$ cat config.mk
export PLATFORM = sky130hd
export DESIGN_NAME = uart_echo_resp
export DESIGN_NICKNAME = d
export VERILOG_FILES = /design/src/rtl/uart_echo_resp.sv
export SDC_FILE = /design/constraint.sdc
export NUM_CORES = 1
export LEC_CHECK = 0
export CORE_MARGIN = 2
export CORE_UTILIZATION = 43
export DETAILED_ROUTE_END_ITERATION = 10
export PLACE_DENSITY = 0.58
export SKIP_LAST_GASP = 1
export SLEW_MARGIN = 10
export SYNTH_ARGS = -nofsm -noshare
export SYNTH_HDL_FRONTEND = slang
export SYNTH_SLANG_ARGS = --single-unit
$ cat constraint.sdc
create_clock -name clk -period 6.5 [get_ports clk]
set_input_delay 0.65 -clock clk [delete_from_list [all_inputs] [get_ports clk]]
set_output_delay 0.65 -clock clk [all_outputs]
set_load 0.03 [all_outputs]
$ cat src/rtl/uart_echo_resp.sv
// -----------------------------------------------------------------------------
// uart_echo_resp
//
// Far end of the board byte loopback link. Receives 8N1 frames on RX, keeps
// the received bytes in a 4-entry FIFO and sends each one back on TX. The
// last good byte is also held on rx_byte for the LEDs. tx_hold stalls new
// replies without cutting a frame that is already on the wire.
//
// Build option:
//   UART_ECHO_INC_EN  defined   -> each reply is the received byte + 1 (mod 256)
//                     undefined -> each reply is the received byte unchanged
//
// Parameter:
//   BAUD_DIV   clk cycles per bit; even and >= 4 (434 = 50 MHz / 115200)
//
// Ports:
//   clk       in   system clock, rising edge
//   rst       in   synchronous active-high reset
//   RX        in   asynchronous serial input, idle high
//   tx_hold   in   1 = do not start a new TX frame
//   TX        out  serial output, idle high (registered)
//   rx_byte   out  last byte received with a good stop bit
//   rx_rdy    out  one-cycle pulse when rx_byte updates
//   fifo_cnt  out  FIFO occupancy 0..4
//   tx_busy   out  TX FSM outside IDLE
//   ovf       out  sticky: a byte was dropped on a full FIFO
//   frm_err   out  sticky: a stop bit was sampled low
// -----------------------------------------------------------------------------
module uart_echo_resp #(
    parameter int BAUD_DIV = 434
) (
    input  logic       clk,
    input  logic       rst,
    input  logic       RX,
    input  logic       tx_hold,
    output logic       TX,
    output logic [7:0] rx_byte,
    output logic       rx_rdy,
    output logic [2:0] fifo_cnt,
    output logic       tx_busy,
    output logic       ovf,
    output logic       frm_err
);

    localparam int             CW       = $clog2(BAUD_DIV);
    localparam logic [CW-1:0]  FULL_MAX = CW'(BAUD_DIV - 1);
    localparam logic [CW-1:0]  HALF_MAX = CW'(BAUD_DIV / 2 - 1);

    typedef enum logic [1:0] {
        ST_IDLE  = 2'd0,
        ST_START = 2'd1,
        ST_DATA  = 2'd2,
        ST_STOP  = 2'd3
    } uart_state_t;

    // ---------------- receive side ----------------
    logic          r_rx_meta;
    logic          r_rxs;
    uart_state_t   r_rx_state;
    uart_state_t   w_rx_state_nxt;
    logic [CW-1:0] r_rx_cnt;
    logic [2:0]    r_rx_bit;
    logic [7:0]    r_rx_sh;
    logic          r_push_pend;
    logic          w_rx_cnt_clr;
    logic          w_rx_shift;
    logic          w_rx_stop_smp;

    // ---------------- FIFO ----------------
    logic [7:0]    r_mem [4];
    logic [1:0]    r_wr_ptr;
    logic [1:0]    r_rd_ptr;
    logic          w_pop;
    logic          w_push;
    logic [7:0]    w_fifo_head;
    logic [7:0]    w_tx_load;

    // ---------------- transmit side ----------------
    uart_state_t   r_tx_state;
    uart_state_t   w_tx_state_nxt;
    logic [CW-1:0] r_tx_cnt;
    logic [2:0]    r_tx_bit;
    logic [7:0]    r_tx_sh;
    logic          w_tx_cnt_clr;
    logic          w_tx_shift;
    logic          w_tx_val;

    // Two-flop synchronizer for the asynchronous RX line, idles high.
    always_ff @(posedge clk) begin
        if (rst) begin
            r_rx_meta <= 1'b1;
            r_rxs     <= 1'b1;
        end else begin
            r_rx_meta <= RX;
            r_rxs     <= r_rx_meta;
        end
    end

    // RX next-state logic and the strobes that drive the RX datapath.
    always_comb begin
        w_rx_state_nxt = r_rx_state;
        w_rx_cnt_clr   = 1'b0;
        w_rx_shift     = 1'b0;
        w_rx_stop_smp  = 1'b0;
        case (r_rx_state)
            ST_IDLE: begin
                w_rx_cnt_clr = 1'b1;
                if (!r_rxs) begin
                    w_rx_state_nxt = ST_START;
                end else begin
                    w_rx_state_nxt = ST_IDLE;
                end
            end
            ST_START: begin
                // Mid start bit: a line already back high was only a glitch.
                if (r_rx_cnt == HALF_MAX) begin
                    w_rx_cnt_clr   = 1'b1;
                    w_rx_state_nxt = r_rxs ? ST_IDLE : ST_DATA;
                end else begin
                    w_rx_state_nxt = ST_START;
                end
            end
            ST_DATA: begin
                if (r_rx_cnt == FULL_MAX) begin
                    w_rx_cnt_clr = 1'b1;
                    w_rx_shift   = 1'b1;
                    if (r_rx_bit == 3'd7) begin
                        w_rx_state_nxt = ST_STOP;
                    end else begin
                        w_rx_state_nxt = ST_DATA;
                    end
                end else begin
                    w_rx_state_nxt = ST_DATA;
                end
            end
            ST_STOP: begin
                // Return to IDLE mid stop bit so the next start edge is not missed.
                if (r_rx_cnt == FULL_MAX) begin
                    w_rx_cnt_clr   = 1'b1;
                    w_rx_stop_smp  = 1'b1;
                    w_rx_state_nxt = ST_IDLE;
                end else begin
                    w_rx_state_nxt = ST_STOP;
                end
            end
            default: begin
                w_rx_cnt_clr   = 1'b1;
                w_rx_state_nxt = ST_IDLE;
            end
        endcase
    end

    // RX state register, baud/bit counters, shifter and received-byte outputs.
    always_ff @(posedge clk) begin
        if (rst) begin
            r_rx_state  <= ST_IDLE;
            r_rx_cnt    <= '0;
            r_rx_bit    <= 3'd0;
            r_rx_sh     <= 8'h00;
            r_push_pend <= 1'b0;
            rx_byte     <= 8'h00;
            rx_rdy      <= 1'b0;
            frm_err     <= 1'b0;
        end else begin
            r_rx_state  <= w_rx_state_nxt;
            r_rx_cnt    <= w_rx_cnt_clr ? '0 : r_rx_cnt + 1'b1;
            rx_rdy      <= 1'b0;
            r_push_pend <= 1'b0;
            if (r_rx_state == ST_IDLE) begin
                r_rx_bit <= 3'd0;
            end else if (w_rx_shift) begin
                r_rx_bit <= r_rx_bit + 3'd1;
            end
            if (w_rx_shift) begin
                r_rx_sh <= {r_rxs, r_rx_sh[7:1]};
            end
            if (w_rx_stop_smp) begin
                if (r_rxs) begin
                    rx_byte     <= r_rx_sh;
                    rx_rdy      <= 1'b1;
                    r_push_pend <= 1'b1;
                end else begin
                    frm_err <= 1'b1;
                end
            end
        end
    end

    // Pop happens on the TX IDLE->START step; a pop frees room for a push
    // in the same cycle, so a full FIFO still accepts that byte.
    assign w_pop       = (r_tx_state == ST_IDLE) && (fifo_cnt != 3'd0) && !tx_hold;
    assign w_push      = r_push_pend && ((fifo_cnt != 3'd4) || w_pop);
    assign w_fifo_head = r_mem[r_rd_ptr];

`ifdef UART_ECHO_INC_EN
    assign w_tx_load = w_fifo_head + 8'd1;
`else
    assign w_tx_load = w_fifo_head;
`endif

    // FIFO storage; the byte being pushed is the one just placed on rx_byte.
    always_ff @(posedge clk) begin
        if (w_push) begin
            r_mem[r_wr_ptr] <= rx_byte;
        end
    end

    // FIFO pointers, occupancy and overflow flag.
    always_ff @(posedge clk) begin
        if (rst) begin
            r_wr_ptr <= 2'd0;
            r_rd_ptr <= 2'd0;
            fifo_cnt <= 3'd0;
            ovf      <= 1'b0;
        end else begin
            if (w_push) begin
                r_wr_ptr <= r_wr_ptr + 2'd1;
            end
            if (w_pop) begin
                r_rd_ptr <= r_rd_ptr + 2'd1;
            end
            case ({w_push, w_pop})
                2'b10:   fifo_cnt <= fifo_cnt + 3'd1;
                2'b01:   fifo_cnt <= fifo_cnt - 3'd1;
                default: fifo_cnt <= fifo_cnt;
            endcase
            if (r_push_pend && !w_push) begin
                ovf <= 1'b1;
            end
        end
    end

    // TX next-state logic and the value TX takes on the next edge.
    always_comb begin
        w_tx_state_nxt = r_tx_state;
        w_tx_cnt_clr   = 1'b0;
        w_tx_shift     = 1'b0;
        w_tx_val       = 1'b1;
        case (r_tx_state)
            ST_IDLE: begin
                w_tx_cnt_clr = 1'b1;
                if (w_pop) begin
                    w_tx_state_nxt = ST_START;
                    w_tx_val       = 1'b0;
                end else begin
                    w_tx_state_nxt = ST_IDLE;
                    w_tx_val       = 1'b1;
                end
            end
            ST_START: begin
                if (r_tx_cnt == FULL_MAX) begin
                    w_tx_cnt_clr   = 1'b1;
                    w_tx_state_nxt = ST_DATA;
                    w_tx_val       = r_tx_sh[0];
                end else begin
                    w_tx_val       = 1'b0;
                end
            end
            ST_DATA: begin
                // On a bit boundary the shifter moves on, so the next bit is sh[1].
                if (r_tx_cnt == FULL_MAX) begin
                    w_tx_cnt_clr = 1'b1;
                    w_tx_shift   = 1'b1;
                    if (r_tx_bit == 3'd7) begin
                        w_tx_state_nxt = ST_STOP;
                        w_tx_val       = 1'b1;
                    end else begin
                        w_tx_val       = r_tx_sh[1];
                    end
                end else begin
                    w_tx_val = r_tx_sh[0];
                end
            end
            ST_STOP: begin
                if (r_tx_cnt == FULL_MAX) begin
                    w_tx_cnt_clr   = 1'b1;
                    w_tx_state_nxt = ST_IDLE;
                end else begin
                    w_tx_state_nxt = ST_STOP;
                end
                w_tx_val = 1'b1;
            end
            default: begin
                w_tx_cnt_clr   = 1'b1;
                w_tx_state_nxt = ST_IDLE;
                w_tx_val       = 1'b1;
            end
        endcase
    end

    // TX state register, counters, shifter and registered line/busy outputs.
    always_ff @(posedge clk) begin
        if (rst) begin
            r_tx_state <= ST_IDLE;
            r_tx_cnt   <= '0;
            r_tx_bit   <= 3'd0;
            r_tx_sh    <= 8'h00;
            TX         <= 1'b1;
            tx_busy    <= 1'b0;
        end else begin
            r_tx_state <= w_tx_state_nxt;
            r_tx_cnt   <= w_tx_cnt_clr ? '0 : r_tx_cnt + 1'b1;
            if (r_tx_state == ST_IDLE) begin
                r_tx_bit <= 3'd0;
            end else if (w_tx_shift) begin
                r_tx_bit <= r_tx_bit + 3'd1;
            end
            if (w_pop) begin
                r_tx_sh <= w_tx_load;
            end else if (w_tx_shift) begin
                r_tx_sh <= {1'b0, r_tx_sh[7:1]};
            end
            TX      <= w_tx_val;
            tx_busy <= (w_tx_state_nxt != ST_IDLE);
        end
    end

endmodule

==> flow_summary.toml, run 1 <==
[run_status]
status = "finished clean"

[clock_network]
cts_resized = 0
clk_latency_ns = 0.37
h-tree-depth = 3
clockBufferDepth = 2
cts_hold_buf = 0
clock-root-buffer = "clkbuf_8"
cts.sinks = 100
cts_buffers = 9
cts_tree = "yes"
clk_pin_slew_ns = 0.11
postCtsSetupBuffers = 0

[synthesis]
yosys.area.top_type_share_pct = 32.0
synth_area_per_cell_um2 = 11.5
synth-edff-count = 32
synth-main-ff-cell = "dfxtp_1"
synth_nets = 389
ys_types = 54
synth_area_leader_cell = "dfxtp_1"
synth_area_leaders = "dfxtp_1, edfxtp_1, mux2i_1"
ys_warn_count = 0
synthTopCellsByCount = "dfxtp_1, nor2_1, edfxtp_1"
postSynthCellCount = 371
ys_seq_area_share_pct = 54.6
ys_ff_latch = 100
syn-cell-area_um2 = 4250
ys_async_sr_fraction_pct = 0
yosys.cell_count.top_type = "dfxtp_1"

[critical_path]
critPathMaxStageDelay_ns = 0.47
critPathBufInv = 1
cp-start-kind = "input pin"
critPathRequiredTime_ns = 6.71
critPathSlowestCell = "clkdlybuf4s50_1"
cp-end-kind = "register"
worst_ep_arrival_time_ns = 2.81
path_cells = "clkdlybuf4s50_1 > nor3_4 > nand2_1 > nor2_1 > fa_1 > a41oi_1 > nor3_1"
worstPathMaxFanout = 19
crit_type = "in -> reg"
cp_top_family = "simple AND/OR/NAND/NOR gates"

[power_and_ir_drop]
switchingPower_mw = 0.244
pwr-share-clk_pct = 37.0
pwr_density_cell_nw_per_um2 = 221
vdd_drop_max_mv = 0.123
combPwrFrac_pct = 1.3
switching_share_pct = 23.4
power_mw = 1.04
power.share.sequential_pct = 61.7
p_int_mw = 0.797
power.leakage_nw = 1.54

[die]
fp.dieH_um = 103
die-area_um2 = 10700
num_rows = 36
core_um2 = 9680
start_util_pct = 43.9
pin_count = 20
fp.dieW_um = 103

[routing]
dr.pass1.iters = 4
drc = 0
via_per_inst = 5.09
vias = 2663
dr.first_iter.drc_count = 89
ant_nets = 0
wl_per_cell_um = 13.4
drt-total-wl_um = 7020

[global_route]
grt_pass1_vias = 2587
grt_pass1_wl_um = 12100
antenna_found_initial = 0
grt_usage_pct = 14.7
grt_start_max_net_pins = 54
grt-ovfl-total = 0

[cells_and_area]
nets = 403
antenna_cells = 0
design_area_um2 = 4700
drive_gt1_share_pct = 11.5
syn2layout_area_growth_pct = 10.6

[sta]
worst_pin_slew_ns = 1.01
final_hold_viol_count = 0
final.period_utilization_pct = 39.9
slew_viol_final = 0
finalSetupTns_ns = 0
finalClockSkew_ns = 0.0129
slew_headroom_pct = 32.5
setup_viol = 0
layout_min_cycle_time_ns = 2.60
max_freq_mhz = 385
rsz0062_at_grt = "false"

[run]
cap_violations = 0

[placement]
dp_hpwl_um = 4830
gp_congestion = 0.764
place_area_um2 = 4500
port_buffers = 19

[min_path]
hold_class = "reg -> reg"
## routing by layer
layer / wire length (um) / vias to the layer above / global-route usage, %
li1: - / 1352 / -
met1: 3480 / 1275 / 19.6
met3: 221 / 8 / 4.91
met2: 3230 / 28 / 23.0
met5: 0 / - / 0
met4: 82 / 0 / 4.25
## power groups by stage
stage / clock, mW / combinational (mW) / sequential, mW
global placement: 0 / 0.0139 / 0.657
detailed placement: 0 / 0.0140 / 0.657
floorplan: 0 / 0.0133 / 0.656
CTS: 0.405 / 0.0140 / 0.642
finish: 0.385 / 0.0138 / 0.642
global route: 0.429 / 0.0157 / 0.643
## area by class of cell
cell class | count | area, um2
Clock buffer | 9 | 124
Clock inverter | 7 | 75.1
Inverter | 12 | 45.0
Tap cell | 133 | 166
Multi-Input combinational cell | 243 | 1780
Sequential cell | 100 | 2320
Fill cell | 905 | 4980
Timing Repair Buffer | 19 | 185
## logic make-up (layout without fill, tap and decap cells)
| logic type | Yosys count | count (layout) | synth area share, % |
|---|---|---|---|
| adders and majority gates | 14 | 14 | 4.30 |
| DFF | 100 | 100 | 54.6 |
| AOI/OAI and AO/OA | 38 | 38 | 6.53 |
| buffers and inverters | 28 | 47 | 3.44 |
| and+or+nand+nor | 144 | 144 | 18.3 |
| xor gates and xnor gates | 20 | 20 | 4.12 |
| muxes | 27 | 27 | 8.71 |
## layout by cell type (no fill, tap or decap), drive strengths merged, types with 3 or more instances in the layout
| cell type | netlist | routed |
|---|---|---|
| a31oi | 5 | 5 |
| nand2 | 23 | 23 |
| edfxtp | 32 | 32 |
| ha | 13 | 13 |
| mux2i | 19 | 19 |
| nor2 | 57 | 57 |
| a21oi | 10 | 10 |
| or2 | 5 | 5 |
| nand2b | 6 | 6 |
| xnor2 | 12 | 12 |
| dfxtp | 68 | 68 |
| o32ai | 3 | 3 |
| and3 | 4 | 4 |
| a311oi | 7 | 7 |
| and2 | 5 | 5 |
| or3 | 3 | 3 |
| inv | 12 | 16 |
| xor2 | 8 | 8 |
| nor3 | 12 | 12 |
| clkdlybuf4s50 | 0 | 18 |
| clkbuf | 6 | 9 |
| nand3 | 15 | 15 |
| mux4 | 8 | 8 |
## per-stage QoR
step / hold WS, ns / cells / util, % / setup slack (ns)
final: 0.421 / 523 / 48.6 / 3.90
after global routing: 0.446 / 523 / 48.6 / 3.73
after CTS: 0.426 / 523 / 48.6 / 3.92
after detailed placement: 0.398 / 507 / 46.5 / 3.51
after global placement: 0.397 / 507 / 46.5 / 3.58
after floorplan: 0.389 / 371 / - / 4.14
## worst paths after layout
| check | cells past startpoint | from | end | slack [ns] |
|---|---|---|---|---|
| max | 7 | tx_hold | fifo_cnt[1] | 3.90 |
| min | 1 | r_rx_meta | r_rxs | 0.42 |
| max reg2reg | 7 | fifo_cnt[0] | fifo_cnt[2] | 4.05 |
| min reg2reg | 1 | r_rx_meta | r_rxs | 0.42 |
## registers in the layout, indices dropped and copies added (netlist names), 8 cells and up, named ones only
| signal | flops |
|---|---|
| r_rx_cnt | 9 |
| r_rx_sh | 8 |
| r_mem | 32 |
| rx_byte | 8 |
| r_tx_cnt | 9 |
| r_tx_sh | 8 |
## worst reg2reg max path, cell delays in order (launching register included)
cell      delay (ns)
dfxtp_1         0.40
or3_1           0.44
nand2_1         0.46
nor2_1          0.12
fa_1            0.44
o32ai_1         0.30
nand2b_1        0.08
a31oi_1         0.12
No activity file was read; power rests on OpenSTA's default activity.
==> inputs of run 2 (changes only) <==
==> constraint.sdc (replaced) <==
create_clock -name clk -period 2.7 [get_ports clk]
set_input_delay 0.27 -clock clk [delete_from_list [all_inputs] [get_ports clk]]
set_output_delay 0.27 -clock clk [all_outputs]
set_load 0.03 [all_outputs]
==> flow_summary.toml, run 2 (synthesis results as in run 1) <==
[critical_path]
crit_type = "reg -> reg"
cp-end-kind = "register"
setup.worst_path.start = "fifo_cnt[0]"
rr_endpoint = "fifo_cnt[2]"
critPathRequiredTime_ns = 2.99
cp-start-kind = "register"
r2r_start = "fifo_cnt[0]"
endpoint = "fifo_cnt[2]"
worst_ep_arrival_time_ns = 2.30
r2r_slack_ns = 0.69
rr_worst_depth = 7
worstPathMaxFanout = 9

[power_and_ir_drop]
pwr-share-clk_pct = 40.9
vdd_drop_max_mv = 0.353
p_int_mw = 2.10
switching_share_pct = 21.5
power.leakage_nw = 1.57
pwr_density_cell_nw_per_um2 = 563
power.share.sequential_pct = 57.8
switchingPower_mw = 0.575
combPwrFrac_pct = 1.3

[global_route]
grt_usage_pct = 15.0
grt_pass1_vias = 2617
grt_pass1_wl_um = 12400
grt-ovfl-total = 0
grt_start_max_net_pins = 34
antenna_found_initial = 0

[placement]
port_buffers = 19
dp_hpwl_um = 4920
dpl.cell_count = 509
gp_congestion = 0.821
pre_cts_slack_ns = 0.395
place_area_um2 = 4520

[cells_and_area]
fin_cells = 525
design_area_um2 = 4750
antenna_cells = 0
largest_register_ffs = 32
final_cell_mix = "dfxtp_1, nor2_1, edfxtp_1"
regMostFlops = "r_mem"
nets = 405
fill_cells = 866
reg.largest.list = "r_mem: 32 flops, r_rx_cnt: 9 flops, r_tx_cnt: 9 flops"
layout_commonest_cell = "dfxtp_1"
drive_gt1_share_pct = 12.0
syn2layout_area_growth_pct = 11.7

[clock_network]
h-tree-depth = 3
cts_resized = 0
clk_latency_ns = 0.37
clock-root-buffer = "clkbuf_8"
cts_hold_buf = 0
cts_buffers = 9
clockBufferDepth = 2
cts.sinks = 100
cts_tree = "yes"
clk_pin_slew_ns = 0.10
postCtsSetupBuffers = 0

[die]
die-area_um2 = 10700
pin_count = 20
fp.dieW_um = 103
fp.dieH_um = 103
start_util_pct = 43.9
core_um2 = 9680
num_rows = 36

[routing]
drt-total-wl_um = 7220
wl_per_cell_um = 13.8
dr.pass1.iters = 4
via_per_inst = 5.07
vias = 2662
dr.first_iter.drc_count = 80
drc = 0
ant_nets = 0

[sta]
finalSetupTns_ns = 0
worst_pin_slew_ns = 0.709
slew_viol_final = 0
final.period_utilization_pct = 74.5
max_freq_mhz = 497
whs_ns = 0.395
rsz0062_at_grt = "false"
fin_ws_ns = 0.690
finalClockSkew_ns = 0.00989
slew_headroom_pct = 52.4
layout_min_cycle_time_ns = 2.01
final_hold_viol_count = 0
setup_viol = 0

[run]
cap_violations = 0

[run_status]
status = "finished clean"

[min_path]
hold_class = "in -> reg"
run 2: cell count changes in the layout (fill, tap and decap cells not counted):
cell        previous run  this run
buf_4                  0         2
bufinv_16              0         2
clkinv_4               1         0
clkinv_8               1         0
clkinvlp_4             1         0
inv_6                  1         3
inv_8                  3         2
run 2: worst min path at each step:
| stage | from | to | slack, ns | depth (start not counted) |
|---|---|---|---|---|
| after floorplan | RX | r_rx_meta | 0.37 | 1 |
| after global placement | r_rx_meta | r_rxs | 0.40 | 1 |
| after detailed placement | r_rx_meta | r_rxs | 0.40 | 1 |
| after CTS | rst | ovf | 0.38 | 2 |
| after global routing | rst | r_wr_ptr[1] | 0.42 | 2 |
| final | rst | ovf | 0.40 | 2 |
run 2: power by group through the flow:
stage,logic [mW],registers [mW],clock network [mW]
2_1_floorplan,0.0321,1.58,0
3_3_place_gp,0.0348,1.58,0
3_5_place_dp,0.0346,1.58,0
4_1_cts,0.0347,1.55,1.14
5_1_grt,0.0383,1.55,1.19
6_report,0.0342,1.55,1.09
run 2: layer usage:
| metal | track usage, % | wire length [um] | vias to the layer above |
|---|---|---|---|
| li1 | - | - | 1350 |
| met1 | 19.8 | 3650 | 1270 |
| met2 | 23.7 | 3280 | 29 |
| met3 | 4.03 | 167 | 13 |
| met4 | 5.87 | 127 | 0 |
| met5 | 0 | 0 | - |
run 2: area by class of cell:
class	count	area [um2]	area share, %
multi-input combinational	243	1780	37.6
tap	133	166	3.50
clock buffer	9	124	2.61
clock inverter	7	109	2.29
inverter	12	45.0	0.948
timing repair buffer	21	200	4.21
sequential	100	2320	48.9
run 2: worst max-delay path: stages, from the launching register on:
cell      delay [ns]
dfxtp_1         0.41
or3_1           0.44
nand2_1         0.10
nor2_1          0.06
fa_1            0.44
o32ai_1         0.29
nand2b_1        0.09
a31oi_1         0.13
run 2: through the flow:
stage	total power, mW	utilization, %
2_1_floorplan	1.61	-
3_3_place_gp	1.62	46.7
3_5_place_dp	1.62	46.7
4_1_cts	2.72	49.1
5_1_grt	2.77	49.1
6_report	2.67	49.1
